--- src/rtl/escaner_pkg.sv ---
// Shared types and default timing for the display refresh scanner.
package escaner_pkg;

    typedef enum logic [1:0] {
        IDLE  = 2'd0,
        BLANK = 2'd1,
        SHOW  = 2'd2
    } estado_t;

    localparam int DEFAULT_PRESCALE     = 100000;
    localparam int DEFAULT_BLANK_CYCLES = 1000;

endpackage

--- src/rtl/selector_siguiente.sv ---
// Wrap-around search for the next enabled digit, starting at index+1.
// Passing index 3 yields the lowest set bit of the mask.
module selector_siguiente (
    input  logic [1:0] indice,
    input  logic [3:0] mask,
    output logic [1:0] siguiente,
    output logic       valido
);

    // Scan offsets 4 down to 1 so the closest set bit above the index wins.
    always_comb begin
        logic [1:0] cand;
        siguiente = indice;
        valido    = 1'b0;
        cand      = 2'd0;
        for (int k = 4; k >= 1; k--) begin
            cand = indice + 2'(k);
            if (mask[cand]) begin
                siguiente = cand;
                valido    = 1'b1;
            end
        end
    end

endmodule

--- src/rtl/escaner_refresco.sv ---
// Multiplexed display scanner: each enabled digit gets a slot of PRESCALE
// cycles, the first BLANK_CYCLES of which keep all anodes off so the digit
// index only ever moves while the display is dark.
module escaner_refresco
    import escaner_pkg::*;
#(
    parameter int PRESCALE     = DEFAULT_PRESCALE,
    parameter int BLANK_CYCLES = DEFAULT_BLANK_CYCLES
) (
    input  logic       clk,
    input  logic       rst_n,
    input  logic       en,
    input  logic [3:0] digit_mask,
    output logic [1:0] refrescamiento,
    output logic       blank,
    output logic       slot_start
);

    localparam int CW = $clog2(PRESCALE);
    localparam logic [CW-1:0] LAST_BLANK = CW'(BLANK_CYCLES - 1);
    localparam logic [CW-1:0] LAST_SHOW  = CW'(PRESCALE - 1);

    estado_t       estado;
    logic [CW-1:0] cnt;
    logic [1:0]    sel_indice;
    logic [1:0]    sel_siguiente;
    logic          sel_valido;

    // From IDLE, search from index 3 so the lowest enabled digit is picked.
    assign sel_indice = (estado == IDLE) ? 2'd3 : refrescamiento;

    selector_siguiente u_selector (
        .indice    (sel_indice),
        .mask      (digit_mask),
        .siguiente (sel_siguiente),
        .valido    (sel_valido)
    );

    // Slot sequencer; the index moves on the same edge that raises blank.
    always_ff @(posedge clk or negedge rst_n) begin
        if (!rst_n) begin
            estado         <= IDLE;
            cnt            <= '0;
            refrescamiento <= 2'b00;
            blank          <= 1'b1;
            slot_start     <= 1'b0;
        end else if (!en) begin
            estado     <= IDLE;
            cnt        <= '0;
            blank      <= 1'b1;
            slot_start <= 1'b0;
        end else begin
            slot_start <= 1'b0;
            case (estado)
                IDLE: begin
                    cnt   <= '0;
                    blank <= 1'b1;
                    if (sel_valido) begin
                        estado         <= BLANK;
                        refrescamiento <= sel_siguiente;
                        slot_start     <= 1'b1;
                    end
                end
                BLANK: begin
                    cnt <= cnt + 1'b1;
                    if (cnt == LAST_BLANK) begin
                        estado <= SHOW;
                        blank  <= 1'b0;
                    end
                end
                SHOW: begin
                    if (cnt == LAST_SHOW) begin
                        cnt   <= '0;
                        blank <= 1'b1;
                        if (sel_valido) begin
                            estado         <= BLANK;
                            refrescamiento <= sel_siguiente;
                            slot_start     <= 1'b1;
                        end else begin
                            estado <= IDLE;
                        end
                    end else begin
                        cnt <= cnt + 1'b1;
                    end
                end
                default: begin
                    estado <= IDLE;
                    cnt    <= '0;
                    blank  <= 1'b1;
                end
            endcase
        end
    end

endmodule

--- config.mk ---
export PLATFORM = sky130hd
export DESIGN_NAME = escaner_refresco
export DESIGN_NICKNAME = d
export VERILOG_FILES = /design/src/rtl/escaner_pkg.sv /design/src/rtl/selector_siguiente.sv /design/src/rtl/escaner_refresco.sv
export SDC_FILE = /design/constraint.sdc
export NUM_CORES = 1
export LEC_CHECK = 0
export CAP_MARGIN = 15
export CORE_MARGIN = 2
export CORE_UTILIZATION = 50
export DETAILED_ROUTE_END_ITERATION = 12
export HOLD_SLACK_MARGIN = 0.02
export PLACE_DENSITY = 0.72
export RECOVER_POWER = 25
export REMOVE_ABC_BUFFERS = 1
export SLEW_MARGIN = 0
export SYNTH_ARGS = -nofsm -noshare
export SYNTH_HDL_FRONTEND = slang
export SYNTH_SLANG_ARGS = --single-unit
export TNS_END_PERCENT = 10
--- constraint.sdc ---
create_clock -name clk -period 2.6 [get_ports clk]
set_input_delay 0.26 -clock clk [delete_from_list [all_inputs] [get_ports clk]]
set_output_delay 0.26 -clock clk [all_outputs]
set_load 0.01 [all_outputs]
==> qor.txt, run 1 <==
global route overflow -> 0
clock tree buffer depth -> 2
Final Util -> 58.4%
CP required -> 2.81 ns
Post-Syn Instances -> 159
largest family of logic cells by synthesized area -> simple AND/OR/NAND/NOR gates
commonest cells after routing, fill and taps aside -> nor2_1, dfrtp_1, nand2_1
DR WL/cell -> 13.9 um
leading cell type in the layout, fill and taps excluded -> nor2_1
post_cts resized -> 0
adder and majority gate portion of the synthesized area -> 5.15%
crit path DAT -> 2.62 ns
synth unique cells -> 41
run status -> finished clean
H-tree levels -> 1
skew final -> 0.00627 ns
internal cell power -> 637 uW
# IOs -> 11
Worst R2R Setup Slack -> 0.20 ns
RSZ-0062 raised after global routing -> no
footprint of the multi-input gates -> 816 sq um
TritonCTS clock tree -> done
pre-CTS setup slack -> 0.240 ns
initial antenna violation count -> 0
DRC errors left -> 0
Yosys warnings -> 0
worst hold-check path type -> reg -> reg
Max FO, Critical Path -> 12
Seq pwr share -> 43.6%
compound-gate portion of the synthesized area -> 14.8%
combinational power share -> 40.6%
# hold bufs at CTS -> 0
Clk pwr share -> 15.9%
Core Area -> 0.00276 sq mm
Area after DPL -> 0.00159 sq mm
Top FF cell, synth -> dfrtp_1
Max IR drop VDD -> 0.000558 V
post-route ant nets -> 0
Slew headroom -> 19.6%
number of synthesized flops with an enable pin -> 0
flops & latches, synth -> 23
diodes inserted -> 0
Layout fillers -> 239
max_cap viols -> 0
gpl congestion -> 0.942
Min Hold Slack -> 0.473 ns
layout cells sized above 1 -> 9.41%
period utilization -> 92.5%
DRT Wirelength -> 2800 um
mapped cell area -> 0.00146 sq mm
clock slew at reported path FFs -> 0.13 ns
I/O Buffers -> 10
CP Capture Type -> register
CTS Buf Count -> 3
Register Area -> 577 sq um
XOR/XNOR share of the synthesized area -> 9.01%
Setup-failing EPs final -> 0
Final Worst Setup Slack -> 0.195 ns
register area share after synthesis -> 39.5%
number of vias per cell -> 5.86
number of clock sinks -> 23
Worst-Margin Slew -> 1.21 ns
fin crit period -> 2.40 ns
fmax -> 416 MHz
largest net degree at the start of global routing -> 24
final setup TNS -> 0 ns
mux contribution to synthesized area -> 0.686%
worst setup path class -> reg -> reg
simple-gate area share of the yosys netlist -> 26.3%
die area -> 0.00337 sq mm
Pleak -> 0.000620 uW
final hold vios -> 0
initial core utilization -> 52.9%
width of the die -> 58.0 um
Final HPWL DP -> 2050 um
Slew Limit Fails -> 0
row count -> 19
average cell area after synthesis -> 9.18 sq um
clk root buf -> clkbuf_4
Die Height -> 58.0 um
post-CTS setup repair buffer count -> 0
gr usage total -> 20.2%
drt initial violations -> 45
worst skew pair latency -> 0.31 ns
vias post-DR -> 1177
Async SR Flop Fraction -> 100%
switch share -> 39.5%
global-route wire length before repair -> 5290 um
# nets final -> 184
vias in the first global route -> 1173
area grow syn2layout -> 10.5%
DRT Pass-1 Iters -> 5
sw power -> 417 uW
Power Density -> 654 mW/mm^2
post-route cell area -> 0.00161 sq mm
Worst setup SP type -> register
-- synthesized netlist by cell type (all sizes together) (3+ instances only) --
| master | instances | area, sq um |
|---|---|---|
| nor4 | 5 | 37.5 |
| dfrtp | 22 | 551 |
| xnor2 | 8 | 70.1 |
| o21ai | 7 | 35.0 |
| or4b | 4 | 43.8 |
| nand4 | 5 | 31.3 |
| nand2 | 12 | 45.0 |
| nor2 | 28 | 105 |
| ha | 6 | 75.1 |
| nand3 | 6 | 30.0 |
| buf | 3 | 21.3 |
| xor2 | 7 | 61.3 |
| inv | 9 | 33.8 |
| a21oi | 4 | 20.0 |
| or4 | 3 | 30.0 |
| clkbuf | 3 | 11.3 |
| o211ai | 4 | 43.8 |
-- power groups by stage --
stage          clock, uW  sequential (uW)  combinational [uW]
3_3_place_gp           0              456                 410
4_1_cts              176              458                 427
3_5_place_dp           0              466                 423
2_1_floorplan          0              459                 291
5_1_grt              191              469                 485
6_report             167              460                 428
-- registers in the layout (all words and copies together), names as in the netlist --
signal and cells:
estado 2, slot_start 1, blank 1, cnt 17
refrescamiento 2
-- per-stage QoR --
| stage | power (uW) | cells |
|---|---|---|
| global route | 1150 | 201 |
| floorplan | 750 | 153 |
| global placement | 866 | 197 |
| detailed placement | 890 | 197 |
| finish | 1050 | 201 |
| CTS | 1060 | 201 |
-- routing by layer --
layer	global-route usage (%)	vias up	part of all wire, %
li1	-	584	-
met4	8.31	0	0.96
met1	29.0	556	50
met3	3.35	4	4.2
met5	0	-	0
met2	30.4	33	45
-- critical path, stage by stage (launching register included) --
cell	delay [ns]
dfrtp_1	0.45
inv_1	0.09
ha_1	0.33
or4b_1	0.61
o21ai_0	0.10
a2111oi_0	0.10
or3_1	0.40
o221a_1	0.23
-- final timing paths --
check | startpoint | endpoint | cells past startpoint
setup reg to reg | estado[0] | refrescamiento[0] | 7
hold / removal | cnt[0] | cnt[0] | 1
setup / recovery | estado[0] | refrescamiento[0] | 7
hold reg to reg | cnt[0] | cnt[0] | 1
min in group asynchronous | rst_n | slot_start | 2
max in group asynchronous | rst_n | cnt[2] | 2
-- final cells by class --
| type | instances | area share (%) |
|---|---|---|
| multi-input cells | 121 | 50.6 |
| flip-flops and latches | 23 | 35.8 |
| repair buffers | 13 | 7.38 |
| well taps | 31 | 2.41 |
| inverters | 9 | 2.10 |
| clock buffers | 3 | 1.40 |
| clock inverters | 1 | 0.311 |
-- kinds of logic after synthesis --
kind of cell | after synthesis
flip-flops | 23
AO/OA/AOI/OAI | 27
adder cells (fa/ha/maj) | 6
buffers and inverters | 15
multiplexers | 1
XOR/XNOR | 15
AND/OR/NAND/NOR | 72
Note: power is estimated with default switching activity, not from simulation.
==> inputs of run 2 (changes only) <==
--- a/config.mk
+++ b/config.mk
@@ -5,12 +5,14 @@
 export SDC_FILE = /design/constraint.sdc
 export NUM_CORES = 1
 export LEC_CHECK = 0
+export ABC_AREA = 1
 export CAP_MARGIN = 15
 export CORE_MARGIN = 2
 export CORE_UTILIZATION = 50
 export DETAILED_ROUTE_END_ITERATION = 12
+export DONT_BUFFER_PORTS = 1
 export HOLD_SLACK_MARGIN = 0.02
-export PLACE_DENSITY = 0.72
+export PLACE_DENSITY = 0.67
 export RECOVER_POWER = 25
 export REMOVE_ABC_BUFFERS = 1
 export SLEW_MARGIN = 0
==> qor.txt, run 2 <==
run status -> finished clean (unchanged)
crit path DAT -> 2.02 ns (was 2.62 ns)
max FFs per register -> 17 (unchanged)
min-delay src -> en (was cnt[0])
Setup-failing EPs final -> 0 (unchanged)
layout cells sized above 1 -> 10.3% (was 9.41%)
Yosys warnings -> 0 (unchanged)
R2R Path End -> refrescamiento[0] (unchanged)
Final HPWL DP -> 2600 um (was 2050 um)
diodes inserted -> 0 (unchanged)
average cell area after synthesis -> 6.77 sq um (was 9.18 sq um)
CP required -> 2.82 ns (was 2.81 ns)
count leader, synth -> nand2_1 (was nor2_1)
fmax -> 553 MHz (was 416 MHz)
final setup TNS -> 0 ns (unchanged)
die area -> 0.00386 sq mm (was 0.00337 sq mm)
commonest cells after routing, fill and taps aside -> nand2_1, nor2_1, inv_1 (was nor2_1, dfrtp_1, nand2_1)
number of vias per cell -> 4.98 (was 5.86)
max_cap viols -> 0 (unchanged)
most frequent cells after synthesis -> nand2_1, nor2_1, inv_1, nand3_1, dfrtp_1 (was nor2_1, dfrtp_1, nand2_1, inv_1, xnor2_1)
gpl congestion -> 0.915 (was 0.942)
I/O Buffers -> 0 (was 10)
Slew headroom -> 56.0% (was 19.6%)
gr usage total -> 18.6% (was 20.2%)
largest registers -> cnt: 17 flops, estado: 2 flops, refrescamiento: 2 flops (unchanged)
Post-Syn Instances -> 250 (was 159)
worst skew pair latency -> 0.31 ns (about the same)
Register-to-Register Path Depth -> 10 (was 7)
Top FF cell, synth -> dfrtp_1 (unchanged)
post_cts resized -> 0 (unchanged)
Die Height -> 62.2 um (was 58.0 um)
hold endpoint -> slot_start (was cnt[0])
clk root buf -> clkbuf_4 (unchanged)
width of the die -> 62.2 um (was 58.0 um)
# nets final -> 267 (was 184)
clock tree buffer depth -> 2 (unchanged)
top-area cell type share of the netlist area -> 32.5% (was 37.7%)
Power, Total -> 1110 uW (was 1050 uW)
# IOs -> 11 (unchanged)
mapped cell area -> 0.00169 sq mm (was 0.00146 sq mm)
worst setup path class -> reg -> reg (unchanged)
fin crit period -> 1.81 ns (was 2.40 ns)
Worst-Margin Slew -> 0.659 ns (was 1.21 ns)
Final Util -> 53.8% (was 58.4%)
period utilization -> 69.5% (was 92.5%)
Worst setup SP type -> register (unchanged)
RSZ-0062 raised after global routing -> no (unchanged)
CTS Buf Count -> 3 (unchanged)
number of synthesized flops with an enable pin -> 0 (unchanged)
Final Worst Setup Slack -> 0.792 ns (was 0.195 ns)
Pleak -> 0.000875 uW (was 0.000620 uW)
largest net degree at the start of global routing -> 24 (unchanged)
CP Capture Type -> register (unchanged)
initial core utilization -> 51.5% (was 52.9%)
Core Area -> 0.00328 sq mm (was 0.00276 sq mm)
top cells by area, synth -> dfrtp_1, nand2_1, nor2_1, nand3_1, inv_1 (was dfrtp_1, nor2_1, ha_1, xnor2_1, xor2_1)
register area share after synthesis -> 34.1% (was 39.5%)
TritonCTS clock tree -> done (unchanged)
Worst R2R Setup Slack -> 0.79 ns (was 0.20 ns)
Power Density -> 626 mW/mm^2 (was 654 mW/mm^2)
top cell type by total area after synthesis -> dfrtp_1 (unchanged)
H-tree levels -> 1 (unchanged)
Max FO, Critical Path -> 7 (was 12)
Worst Hold Depth -> 2 (was 1)
row count -> 21 (was 19)
post-route ant nets -> 0 (unchanged)
Slew Limit Fails -> 0 (unchanged)
final hold vios -> 0 (unchanged)
area grow syn2layout -> 4.51% (was 10.5%)
leading cell type in the layout, fill and taps excluded -> nand2_1 (was nor2_1)
vias in the first global route -> 1334 (was 1173)
Max IR drop VDD -> 0.000397 V (was 0.000558 V)
synth unique cells -> 28 (was 41)
Async SR Flop Fraction -> 100% (unchanged)
skew final -> 0.00423 ns (was 0.00627 ns)
DRT Pass-1 Iters -> 4 (was 5)
pre-CTS setup slack -> 0.840 ns (was 0.240 ns)
clock slew at reported path FFs -> 0.12 ns (was 0.13 ns)
flops & latches, synth -> 23 (unchanged)
global route overflow -> 0 (unchanged)
global-route wire length before repair -> 5890 um (was 5290 um)
Top reg by flops -> cnt (unchanged)
worst hold-check path type -> in -> reg (was reg -> reg)
FF-to-FF Start -> estado[0] (unchanged)
drt initial violations -> 82 (was 45)
DRT Wirelength -> 3420 um (was 2800 um)
DRC errors left -> 0 (unchanged)
number of clock sinks -> 23 (unchanged)
DR WL/cell -> 11.4 um (was 13.9 um)
vias post-DR -> 1488 (was 1177)
initial antenna violation count -> 0 (unchanged)
==> run 2: worst max-delay path by stage <==
stage,start,endpoint,slack [ns],cells after the start
floorplan,estado[0],refrescamiento[1],1.06,10
global placement,estado[0],refrescamiento[0],0.87,10
detailed placement,estado[0],refrescamiento[0],0.84,10
CTS,estado[0],refrescamiento[0],0.82,10
global route,estado[0],refrescamiento[0],0.62,10
finish,estado[0],refrescamiento[0],0.79,10
==> run 2: worst max-delay path: stages, from the launching register on <==
cell	delay (ns)
dfrtp_1	0.44
inv_1	0.09
ha_1	0.29
nor2_2	0.30
nand2_1	0.08
nand2_1	0.16
nand2_1	0.09
nand3_1	0.09
nand3_1	0.07
nand3_1	0.07
nand2_1	0.05
==> run 2: per-stage QoR <==
step                cells  cell area, sq um  hold slack, ns
floorplan             246              1660         -0.0356
global placement      292              1720         -0.0352
detailed placement    292              1720         -0.0351
CTS                   298              1760           0.100
global route          299              1770           0.111
finish                299              1770           0.117
==> run 2: where the power goes <==
group / internal [uW] / leakage, uW / switching [uW] / total [uW]
Clock: 59.9 / 0.0000150 / 107 / 167
Combinational: 167 / 0.000548 / 328 / 495
Sequential: 392 / 0.000312 / 53.7 / 445
==> run 2: cells by family (layout without fill, tap and decap cells) <==
family                   count (synthesis)  after routing  synth area share, %
AO/OA/AOI/OAI                            9              9                 2.88
XOR/XNOR                                 4              4                 2.07
adder cells (fa/ha/maj)                  6              6                 4.44
buffers and inverters                   41             44                 10.1
flip-flops                              23             23                 34.1
AND/OR/NAND/NOR                        167            167                 46.4
==> run 2: per-layer routing <==
metal | wire, um | vias up | share of wire, % | track usage (%)
met1 | 1730 | 673 | 51 | 26.7
met4 | 41 | 0 | 1.2 | 5.83
met2 | 1540 | 21 | 45 | 29.8
met5 | 0 | - | 0 | 0
li1 | - | 790 | - | -
met3 | 109 | 4 | 3.2 | 1.99
==> run 2: area by class of cell <==
class,count,area [sq um]
fillers,328,1520
well taps,46,57.6
clock buffers,4,26.3
multi-input cells,186,945
flip-flops and latches,23,577
inverters,37,139
repair buffers,3,23.8
==> run 2: what timing repair did <==
| action | CTS | global route |
|---|---|---|
| hold buffers | 2 | 0 |
| buffers inserted | 0 | 0 |
| hold endpoints to repair | 24 | 0 |
